**src/rtl/ssd1306_seq_if.sv**
```systemverilog
// Command/handshake bundle between the SSD1306 sequencer (master) and i2c_api (slave).
interface ssd1306_seq_if;
    logic       i2c_enable;
    logic [7:0] i2c_function;
    logic [7:0] i2c_dev_reg;
    logic [7:0] i2c_data_tx;
    logic       i2c_ready;
    logic       i2c_done;

    modport master (
        output i2c_enable, i2c_function, i2c_dev_reg, i2c_data_tx,
        input  i2c_ready, i2c_done
    );
    modport slave (
        input  i2c_enable, i2c_function, i2c_dev_reg, i2c_data_tx,
        output i2c_ready, i2c_done
    );
endinterface

```
**src/rtl/ssd1306_seq.sv**
```systemverilog
// SSD1306 sequencer: power-up delay, init command list, then framebuffer flushes to GDDRAM
// through i2c_api, one command at a time with a watchdog on every command.
module ssd1306_seq #(
    parameter int unsigned CLK_FREQ     = 25_000_000,
    parameter int unsigned PWRUP_US     = 1000,
    parameter int unsigned HEIGHT       = 64,
    parameter int unsigned TIMEOUT      = 2_000_000,
    parameter logic [7:0]  FN_IDLE      = 8'h00,
    parameter logic [7:0]  FN_WRITE_8   = 8'h01,
    parameter logic [7:0]  FN_WRITE_RAW = 8'h02,
    parameter logic [7:0]  FN_START     = 8'h03,
    parameter logic [7:0]  FN_STOP      = 8'h04,
    localparam int unsigned FB_BYTES    = 128 * HEIGHT / 8,
    localparam int unsigned AW          = $clog2(FB_BYTES)
) (
    input  logic          clk,
    input  logic          resetn,
    input  logic          flush_req,
    output logic          init_done,
    output logic          busy,
    output logic          err,
    output logic [AW-1:0] fb_addr,
    input  logic [7:0]    fb_data,
    ssd1306_seq_if.master i2c
);

    localparam int unsigned CW       = AW + 1;
    localparam int unsigned PWR_CYC  = CLK_FREQ / 1_000_000 * PWRUP_US;
    localparam int unsigned PWR_LAST = (PWR_CYC > 0) ? PWR_CYC - 1 : 0;
    localparam int unsigned PW       = $clog2(PWR_CYC + 2);
    localparam int unsigned WDW      = $clog2(TIMEOUT + 1);

    typedef enum logic [3:0] {
        S_PWRUP, S_INIT, S_IDLE, S_WIN, S_START, S_CTRL, S_DATA, S_STOP, S_ERR
    } state_t;

    state_t         state_r;
    logic           init_done_r, busy_r, err_r, en_r, cmd_act_r, gap_r;
    logic [AW-1:0]  fb_addr_r;
    logic [7:0]     fn_r, dev_r, tx_r;
    logic [PW-1:0]  pwr_r;
    logic [WDW-1:0] wd_r;
    logic [4:0]     idx_r;
    logic [CW-1:0]  cnt_r;

    function automatic logic [7:0] init_byte(input logic [4:0] i);
        case (i)
            5'd0:    init_byte = 8'hAE;
            5'd1:    init_byte = 8'hD5;
            5'd2:    init_byte = 8'h80;
            5'd3:    init_byte = 8'hA8;
            5'd4:    init_byte = 8'(HEIGHT - 1);
            5'd5:    init_byte = 8'hD3;
            5'd6:    init_byte = 8'h00;
            5'd7:    init_byte = 8'h40;
            5'd8:    init_byte = 8'h8D;
            5'd9:    init_byte = 8'h14;
            5'd10:   init_byte = 8'h20;
            5'd11:   init_byte = 8'h00;
            5'd12:   init_byte = 8'hA1;
            5'd13:   init_byte = 8'hC8;
            5'd14:   init_byte = 8'hDA;
            5'd15:   init_byte = (HEIGHT == 64) ? 8'h12 : 8'h02;
            5'd16:   init_byte = 8'h81;
            5'd17:   init_byte = 8'hCF;
            5'd18:   init_byte = 8'hD9;
            5'd19:   init_byte = 8'hF1;
            5'd20:   init_byte = 8'hDB;
            5'd21:   init_byte = 8'h40;
            5'd22:   init_byte = 8'hA4;
            5'd23:   init_byte = 8'hA6;
            5'd24:   init_byte = 8'hAF;
            default: init_byte = 8'hE3;
        endcase
    endfunction

    // Column range 0..127 and page range 0..last page, so the data stream fills the whole panel.
    function automatic logic [7:0] win_byte(input logic [4:0] i);
        case (i)
            5'd0:    win_byte = 8'h21;
            5'd1:    win_byte = 8'h00;
            5'd2:    win_byte = 8'h7F;
            5'd3:    win_byte = 8'h22;
            5'd4:    win_byte = 8'h00;
            5'd5:    win_byte = 8'(HEIGHT / 8 - 1);
            default: win_byte = 8'hE3;
        endcase
    endfunction

    // Sequencer FSM: issue one command, hold it until done, then FN_IDLE gap before the next.
    always_ff @(posedge clk) begin
        if (!resetn) begin
            state_r     <= S_PWRUP;
            init_done_r <= 1'b0;
            busy_r      <= 1'b1;
            err_r       <= 1'b0;
            en_r        <= 1'b0;
            fn_r        <= FN_IDLE;
            dev_r       <= 8'h00;
            tx_r        <= 8'h00;
            fb_addr_r   <= '0;
            cmd_act_r   <= 1'b0;
            gap_r       <= 1'b0;
            pwr_r       <= '0;
            wd_r        <= '0;
            idx_r       <= 5'd0;
            cnt_r       <= '0;
        end else begin
            gap_r <= 1'b0;
            case (state_r)
                S_PWRUP: begin
                    if (pwr_r == PW'(PWR_LAST)) begin
                        state_r <= S_INIT;
                        en_r    <= 1'b1;
                    end else begin
                        pwr_r <= pwr_r + PW'(1);
                    end
                end
                S_IDLE: begin
                    if (flush_req) begin
                        state_r <= S_WIN;
                        busy_r  <= 1'b1;
                        idx_r   <= 5'd0;
                    end
                end
                S_ERR: begin
                    state_r <= S_ERR;
                end
                S_INIT, S_WIN, S_START, S_CTRL, S_DATA, S_STOP: begin
                    if (cmd_act_r) begin
                        if (i2c.i2c_done) begin
                            cmd_act_r <= 1'b0;
                            fn_r      <= FN_IDLE;
                            gap_r     <= 1'b1;
                            case (state_r)
                                S_INIT: begin
                                    if (idx_r == 5'd24) begin
                                        init_done_r <= 1'b1;
                                        busy_r      <= 1'b0;
                                        state_r     <= S_IDLE;
                                        idx_r       <= 5'd0;
                                    end else begin
                                        idx_r <= idx_r + 5'd1;
                                    end
                                end
                                S_WIN: begin
                                    if (idx_r == 5'd5) begin
                                        state_r <= S_START;
                                    end else begin
                                        idx_r <= idx_r + 5'd1;
                                    end
                                end
                                S_START: state_r <= S_CTRL;
                                S_CTRL: begin
                                    state_r   <= S_DATA;
                                    cnt_r     <= '0;
                                    fb_addr_r <= '0;
                                end
                                S_DATA: begin
                                    // Address only advances on non-final bytes, so it never wraps.
                                    if (cnt_r == CW'(FB_BYTES - 1)) begin
                                        state_r <= S_STOP;
                                    end else begin
                                        cnt_r     <= cnt_r + CW'(1);
                                        fb_addr_r <= cnt_r[AW-1:0] + AW'(1);
                                    end
                                end
                                S_STOP: begin
                                    state_r <= S_IDLE;
                                    busy_r  <= 1'b0;
                                end
                                default: state_r <= S_ERR;
                            endcase
                        end else if (wd_r == WDW'(TIMEOUT - 1)) begin
                            err_r     <= 1'b1;
                            state_r   <= S_ERR;
                            fn_r      <= FN_IDLE;
                            en_r      <= 1'b0;
                            busy_r    <= 1'b0;
                            cmd_act_r <= 1'b0;
                        end else begin
                            wd_r <= wd_r + WDW'(1);
                        end
                    end else if (!gap_r && i2c.i2c_ready) begin
                        cmd_act_r <= 1'b1;
                        wd_r      <= '0;
                        dev_r     <= 8'h00;
                        case (state_r)
                            S_INIT: begin
                                fn_r <= FN_WRITE_8;
                                tx_r <= init_byte(idx_r);
                            end
                            S_WIN: begin
                                fn_r <= FN_WRITE_8;
                                tx_r <= win_byte(idx_r);
                            end
                            S_START: begin
                                fn_r <= FN_START;
                                tx_r <= 8'h00;
                            end
                            S_CTRL: begin
                                fn_r <= FN_WRITE_RAW;
                                tx_r <= 8'h40;
                            end
                            S_DATA: begin
                                fn_r <= FN_WRITE_RAW;
                                tx_r <= fb_data;
                            end
                            S_STOP: begin
                                fn_r <= FN_STOP;
                                tx_r <= 8'h00;
                            end
                            default: fn_r <= FN_IDLE;
                        endcase
                    end
                end
                default: begin
                    state_r <= S_ERR;
                    err_r   <= 1'b1;
                    en_r    <= 1'b0;
                    busy_r  <= 1'b0;
                    fn_r    <= FN_IDLE;
                end
            endcase
        end
    end

    assign init_done        = init_done_r;
    assign busy             = busy_r;
    assign err              = err_r;
    assign fb_addr          = fb_addr_r;
    assign i2c.i2c_enable   = en_r;
    assign i2c.i2c_function = fn_r;
    assign i2c.i2c_dev_reg  = dev_r;
    assign i2c.i2c_data_tx  = tx_r;

endmodule

```
**src/flat_wrapper.sv**
```systemverilog
// flat-port wrapper written by rule: the top's interface ports become plain ports
module ssd1306_seq_flat 
#(
    parameter int unsigned CLK_FREQ     = 25_000_000,
    parameter int unsigned PWRUP_US     = 1000,
    parameter int unsigned HEIGHT       = 64,
    parameter int unsigned TIMEOUT      = 2_000_000,
    parameter logic [7:0]  FN_IDLE      = 8'h00,
    parameter logic [7:0]  FN_WRITE_8   = 8'h01,
    parameter logic [7:0]  FN_WRITE_RAW = 8'h02,
    parameter logic [7:0]  FN_START     = 8'h03,
    parameter logic [7:0]  FN_STOP      = 8'h04,
    localparam int unsigned FB_BYTES    = 128 * HEIGHT / 8,
    localparam int unsigned AW          = $clog2(FB_BYTES)
)
  (clk, resetn, flush_req, init_done, busy, err, fb_addr, fb_data, i2c_i2c_enable, i2c_i2c_function, i2c_i2c_dev_reg, i2c_i2c_data_tx, i2c_i2c_ready, i2c_i2c_done);
  ssd1306_seq_if i2c_i ();
  input  logic clk;
  input  logic resetn;
  input  logic flush_req;
  output logic init_done;
  output logic busy;
  output logic err;
  output logic [AW-1:0] fb_addr;
  input  logic [7:0] fb_data;
  output wire logic [$bits(i2c_i.i2c_enable)-1:0] i2c_i2c_enable;
  output wire logic [$bits(i2c_i.i2c_function)-1:0] i2c_i2c_function;
  output wire logic [$bits(i2c_i.i2c_dev_reg)-1:0] i2c_i2c_dev_reg;
  output wire logic [$bits(i2c_i.i2c_data_tx)-1:0] i2c_i2c_data_tx;
  input wire logic [$bits(i2c_i.i2c_ready)-1:0] i2c_i2c_ready;
  input wire logic [$bits(i2c_i.i2c_done)-1:0] i2c_i2c_done;
  assign i2c_i2c_enable = i2c_i.i2c_enable;
  assign i2c_i2c_function = i2c_i.i2c_function;
  assign i2c_i2c_dev_reg = i2c_i.i2c_dev_reg;
  assign i2c_i2c_data_tx = i2c_i.i2c_data_tx;
  assign i2c_i.i2c_ready = i2c_i2c_ready;
  assign i2c_i.i2c_done = i2c_i2c_done;
  ssd1306_seq #(.CLK_FREQ(CLK_FREQ), .PWRUP_US(PWRUP_US), .HEIGHT(HEIGHT), .TIMEOUT(TIMEOUT), .FN_IDLE(FN_IDLE), .FN_WRITE_8(FN_WRITE_8), .FN_WRITE_RAW(FN_WRITE_RAW), .FN_START(FN_START), .FN_STOP(FN_STOP)) u_core (.clk(clk), .resetn(resetn), .flush_req(flush_req), .init_done(init_done), .busy(busy), .err(err), .fb_addr(fb_addr), .fb_data(fb_data), .i2c(i2c_i));
endmodule
```
**config.mk**
```make
export PLATFORM = sky130hd
export DESIGN_NAME = ssd1306_seq_flat
export DESIGN_NICKNAME = d
export VERILOG_FILES = /design/src/rtl/ssd1306_seq_if.sv /design/src/rtl/ssd1306_seq.sv /design/src/flat_wrapper.sv
export SDC_FILE = /design/constraint.sdc
export NUM_CORES = 1
export LEC_CHECK = 0
export ABC_AREA = 1
export BUFFER_PORTS_ARGS = -buffer_cell sky130_fd_sc_hd__buf_4
export CORE_AREA = 4 4 111 113
export CTS_CLUSTER_SIZE = 12
export DETAILED_ROUTE_END_ITERATION = 7
export DIE_AREA = 0 0 115 117
export SLEW_MARGIN = 25
export SYNTH_ARGS = -nofsm -noshare
export SYNTH_HDL_FRONTEND = slang
export SYNTH_SLANG_ARGS = --single-unit
```
**constraint.sdc**
```tcl
create_clock -name clk -period 3 [get_ports clk]
set_clock_uncertainty 0.15 [all_clocks]
set_input_delay 0.9 -clock clk [delete_from_list [all_inputs] [get_ports clk]]
set_output_delay 0.9 -clock clk [all_outputs]
set_load 0.02 [all_outputs]
```
; ---- After elaboration in Yosys (flattened, before gate mapping)
; Memories as Yosys holds them, arrays and structs flattened. A register that Yosys moved wholly into a read port is not among the register bits.
; Index checks and enable logic that the tools add are counted.
[totals]
out_inout_bits = 38
inputBits = 13
wordCells = 143
mem_bits_ro = 256
regBits = 88
memories = 1
[classes]
eq_ne = 35
mux = 55
reduce_logical = 28
bitwise = 5
add_sub_neg = 5
[mem_list]
columns = memory, depth, word_bits, rd, rd_ports_with_merged_regs, write_ports, line_no
row1 = (name not given), 32, 8, 1, 1, 0, ssd1306_seq.sv:47  ; case (i)
[ops]
columns = op, count
row1 = 21-bit two-way mux, 4
row2 = 8-bit case mux with 5 select lines, 2
row3 = 5-bit two-way mux, 7
row4 = 4-bit two-way mux, 8
row5 = 8-bit two-way mux, 4
row6 = 4-bit case mux with 6 select lines, 1
row7 = 11-bit case mux with 2 select lines, 1
row8 = 21-bit by 1-bit adder with 21-bit output (second input constant), 1
row9 = 21-bit == test (second input constant), 1
row10 = 10-bit case mux with 2 select lines, 1
row11 = 5-bit case mux with 2 select lines, 2
row12 = 4-bit by 3-bit == test with 1-bit output (second input constant), 4
row13 = 1-bit two-way mux, 16
row14 = 8-bit case mux with 2 select lines, 1
row15 = 15-bit by 1-bit adder with 15-bit output (second input constant), 1
row16 = 15-bit == test (second input constant), 1
row17 = 5-bit AND reduction, 3
row18 = 2-bit inequality test (second input constant), 6
row19 = 4-bit by 3-bit inequality test with 1-bit output (second input constant), 3
row20 = 3-bit case mux with 4 select lines, 1
row21 = 4-bit case mux with 3 select lines, 1
row22 = 4-bit AND reduction, 3
row23 = 6-bit AND reduction, 2
row24 = 2-bit OR reduction, 6
row25 = other kinds (33), 48

; ---- Logic depth before layout (Yosys ltp)
[logic_depth]
ltp_word = 8
ltp_mapped = 19
ltp_nobuf = 19

; ---- Worst setup path before layout
; OpenSTA, ideal clock, no wires.
[synth_path]
path_type = input -> register
start = input resetn
end = register (tool-made name)
path_stages = 11
t_required_ns = 2.738
arrival_time_ns = 2.458
setup_slack_ns = 0.280
setup_ns = 0.112
path_cell_list = buf_1 inv_2 nor2_1 inv_1 ha_1 inv_1 nand3_1 nand3_1 nand2_1 nand2_1 nand2_1
[synth_rtl]
columns = element, line_no
row1 = from (decl), flat_wrapper.sv:19  ; input logic resetn;

==> impl_results.md <==
* Placed wire-length estimate at 9.36 mm
* CTS tree: done
* Gpl congestion at 0.934
* Die Wd at 115 um
* Reg clk slew, reported paths at 0.06 ns
* Final hold slack at 0.303 ns
* Detailed Route Iter0 Violations at 326
* Clk_lat worst skew at 0.34 ns
* Synth unique cells at 45
* CP Capture Type: flop
* Share of layout cells above drive strength 1 at 11.5%
* Port bufs at 37
* Post-synthesis cell count at 771
* Unrepaired setup endpoints after global routing: false
* Hold Buf Count CTS at 0
* Seq cells post-synth at 81
* Met2 GRT Util at 31.4%
* Total number of vias at 4904
* Met1 GRT Util at 24.6%
* Ys async rst share at 0%
* Pleak at 2.41 nW
* GRT Overall Usage at 19.0%
* Yosys top cell by area: dfxtp_1
* Sink Count at 81
* Post-route cell area at 5700 sq um
* CTS Buffer Depth at 2
* Post-Place Cells at 930
* CP Data Required Time at 3.08 ns
* VDD IR max at 357 uV
* Setup TNS at 0 ns
* Yosys warns at 0
* Mean area per synthesized cell at 6.56 sq um
* Min Tclk post-route at 2.68 ns
* DR WL/cell at 13.1 um
* ANT nets after route at 0
* CTS Root Cell: clkbuf_16
* Dpl cell area at 5360 sq um
* # setup viols final at 0
* Die area at 13500 sq um
* Run status: complete, no violations
* CP Class: reg2reg
* WP data arrival at 2.76 ns
* Drt total wl at 12.4 mm
* Max Slew Vio Count at 0
* Most area-consuming cells after synthesis: dfxtp_1 32%, nand2_1 14%, inv_1 6.4%
* Max-Cap Viols at 0
* Fin crit share at 89.2%
* Most Crowded Layer GR: met2
* # nets final at 825
* Core ar. at 11300 sq um
* Drt pass-1 iters at 7
* Sequential fraction of the synthesis area at 32.1%
* Area delta synth->final at 12.6%
* CP Max Fanout at 5
* Critical Path Start Type: flop
* Grt ovf at 0
* Initial core utilization at 44.7%
* Residual DRC count at 0
* Grt met3 use at 2.67%
* Fmax at 374 MHz
* Fin cells at 945
* H-tree depth at 3
* Worst rel slew slack at 60.2%
* Post-Synthesis Cell Area at 5060 sq um
* Initial antenna violation count at 0
* Antenna cells at 0
* HP Class: reg2reg
* Largest net degree at the start of global routing at 36
* Pwr dens at 809 nW/um^2
* Row Count at 39
* Die H at 117 um
* Clock buffer count from CTS at 9
* Vias in the first global route at 4507
* Main synth FF type: dfxtp_1
* Final Hold Vio Count at 0
* Post-synth EDFFs at 0
* I/O pin cnt at 51
* Via/cell ratio at 5.19
* Slew @ Worst Pin at 0.595 ns
* Top cell type's share of synthesized area at 32.1%
* First-pass GRT wire length at 20.9 mm
cell families (layout without fill, tap and decap cells):
kind of cell,Yosys count,count (layout),synth area share (%)
compound gates,111,111,12.2
xor+xnor,19,19,3.29
fa+ha+maj,14,14,3.46
buf+inv,135,154,12.1
flops,81,81,32.1
other cells,1,13,0.0742
simple gates,410,410,36.8
area by class of cell:
type	count	area, sq um
sequential	81	1620
clock buffer	13	280
clock inverter	2	35.0
fill	1165	5630
tap	143	179
timing repair buffer	46	345
inverter	93	349
multi-input combinational	567	2880
report_power, final:
group	switching, mW	internal (mW)
Clock	0.425	0.729
Sequential	0.121	1.24
Combinational	1.44	0.650
Total	1.99	2.62
placed cells by master, fill, tap and decap left out, types with 21 or more instances in the layout:
cell / instances
nand3_1: 61
a21oi_1: 55
nand2_1: 194
nor3_1: 22
buf_4: 46
o21ai_0: 35
dfxtp_1: 79
nand4_1: 21
nor2_1: 77
inv_1: 86
critical path: stages, from the launching register on:
cell     delay, ns
dfxtp_1       0.38
inv_1         0.11
ha_1          0.24
nand4_1       0.15
inv_1         0.09
a21oi_2       0.17
nand2_1       0.06
nand2_1       0.06
nand2_1       0.09
nor2_2        0.15
inv_1         0.10
ha_1          0.25
inv_1         0.10
nand3_1       0.17
nand3_1       0.13
nand2_1       0.06
nand2_1       0.05
nand2_1       0.05
stage by stage:
step	power (mW)	util, %	setup slack [ns]
after floorplan	2.93	-	0.280
after global placement	3.43	47.4	0.115
after detailed placement	3.44	47.4	0.0349
after CTS	4.62	50.2	0.216
after global routing	4.97	50.3	0.0369
final	4.61	50.3	0.325
worst paths after layout:
kind / startpoint / to / slack, ns / cells after the start
min reg2reg: u_core.err / u_core.err / 0.30 / 2
max reg2reg: u_core.idx_r[0] / flop / 0.32 / 17
min: u_core.err / u_core.err / 0.30 / 2
max: u_core.idx_r[0] / flop / 0.32 / 17
cells in the mapped netlist, types with 2 or more instances:
cell type	count
a211oi_1	3
a21oi_1	56
a31oi_1	2
and3_1	2
buf_1	2
buf_2	5
buf_4	24
clkbuf_1	10
dfxtp_1	81
ha_1	14
inv_1	86
inv_2	6
nand2_1	194
nand2_2	6
nand2_4	6
nand3_1	61
nand3_2	2
nand3b_1	2
nand4_1	21
nor2_1	78
nor2_4	2
nor2_8	2
nor3_1	22
nor4_1	8
o211ai_1	3
o21ai_0	35
o221ai_1	2
o31ai_1	2
xnor2_1	8
xor2_1	11
metal layers:
metal / vias up / routed length [um] / share of wire (%)
met5: - / 0 / 0
met4: 0 / 382 / 3.1
met3: 34 / 495 / 4.0
met2: 112 / 5910 / 48
met1: 2221 / 5590 / 45
li1: 2537 / - / -
repair_timing:
| action | in CTS | in global routing |
|---|---|---|
| endpoints found under the hold margin | 0 | 0 |
| buffers inserted | 0 | 0 |
| setup endpoints to repair | 0 | 4 |
| gates resized for setup | 0 | 5 |
registers in the layout, summed over array words and instances, names as in the netlist, 2 cells and up, named ones only:
name / count
u_core.wd_r: 21
u_core.cnt_r: 2
u_core.pwr_r: 15
u_core.i2c.i2c_function: 3
u_core.state_r: 4
u_core.i2c.i2c_data_tx: 8
u_core.idx_r: 5
u_core.fb_addr: 9
Power figures use the tool's default switching activity.
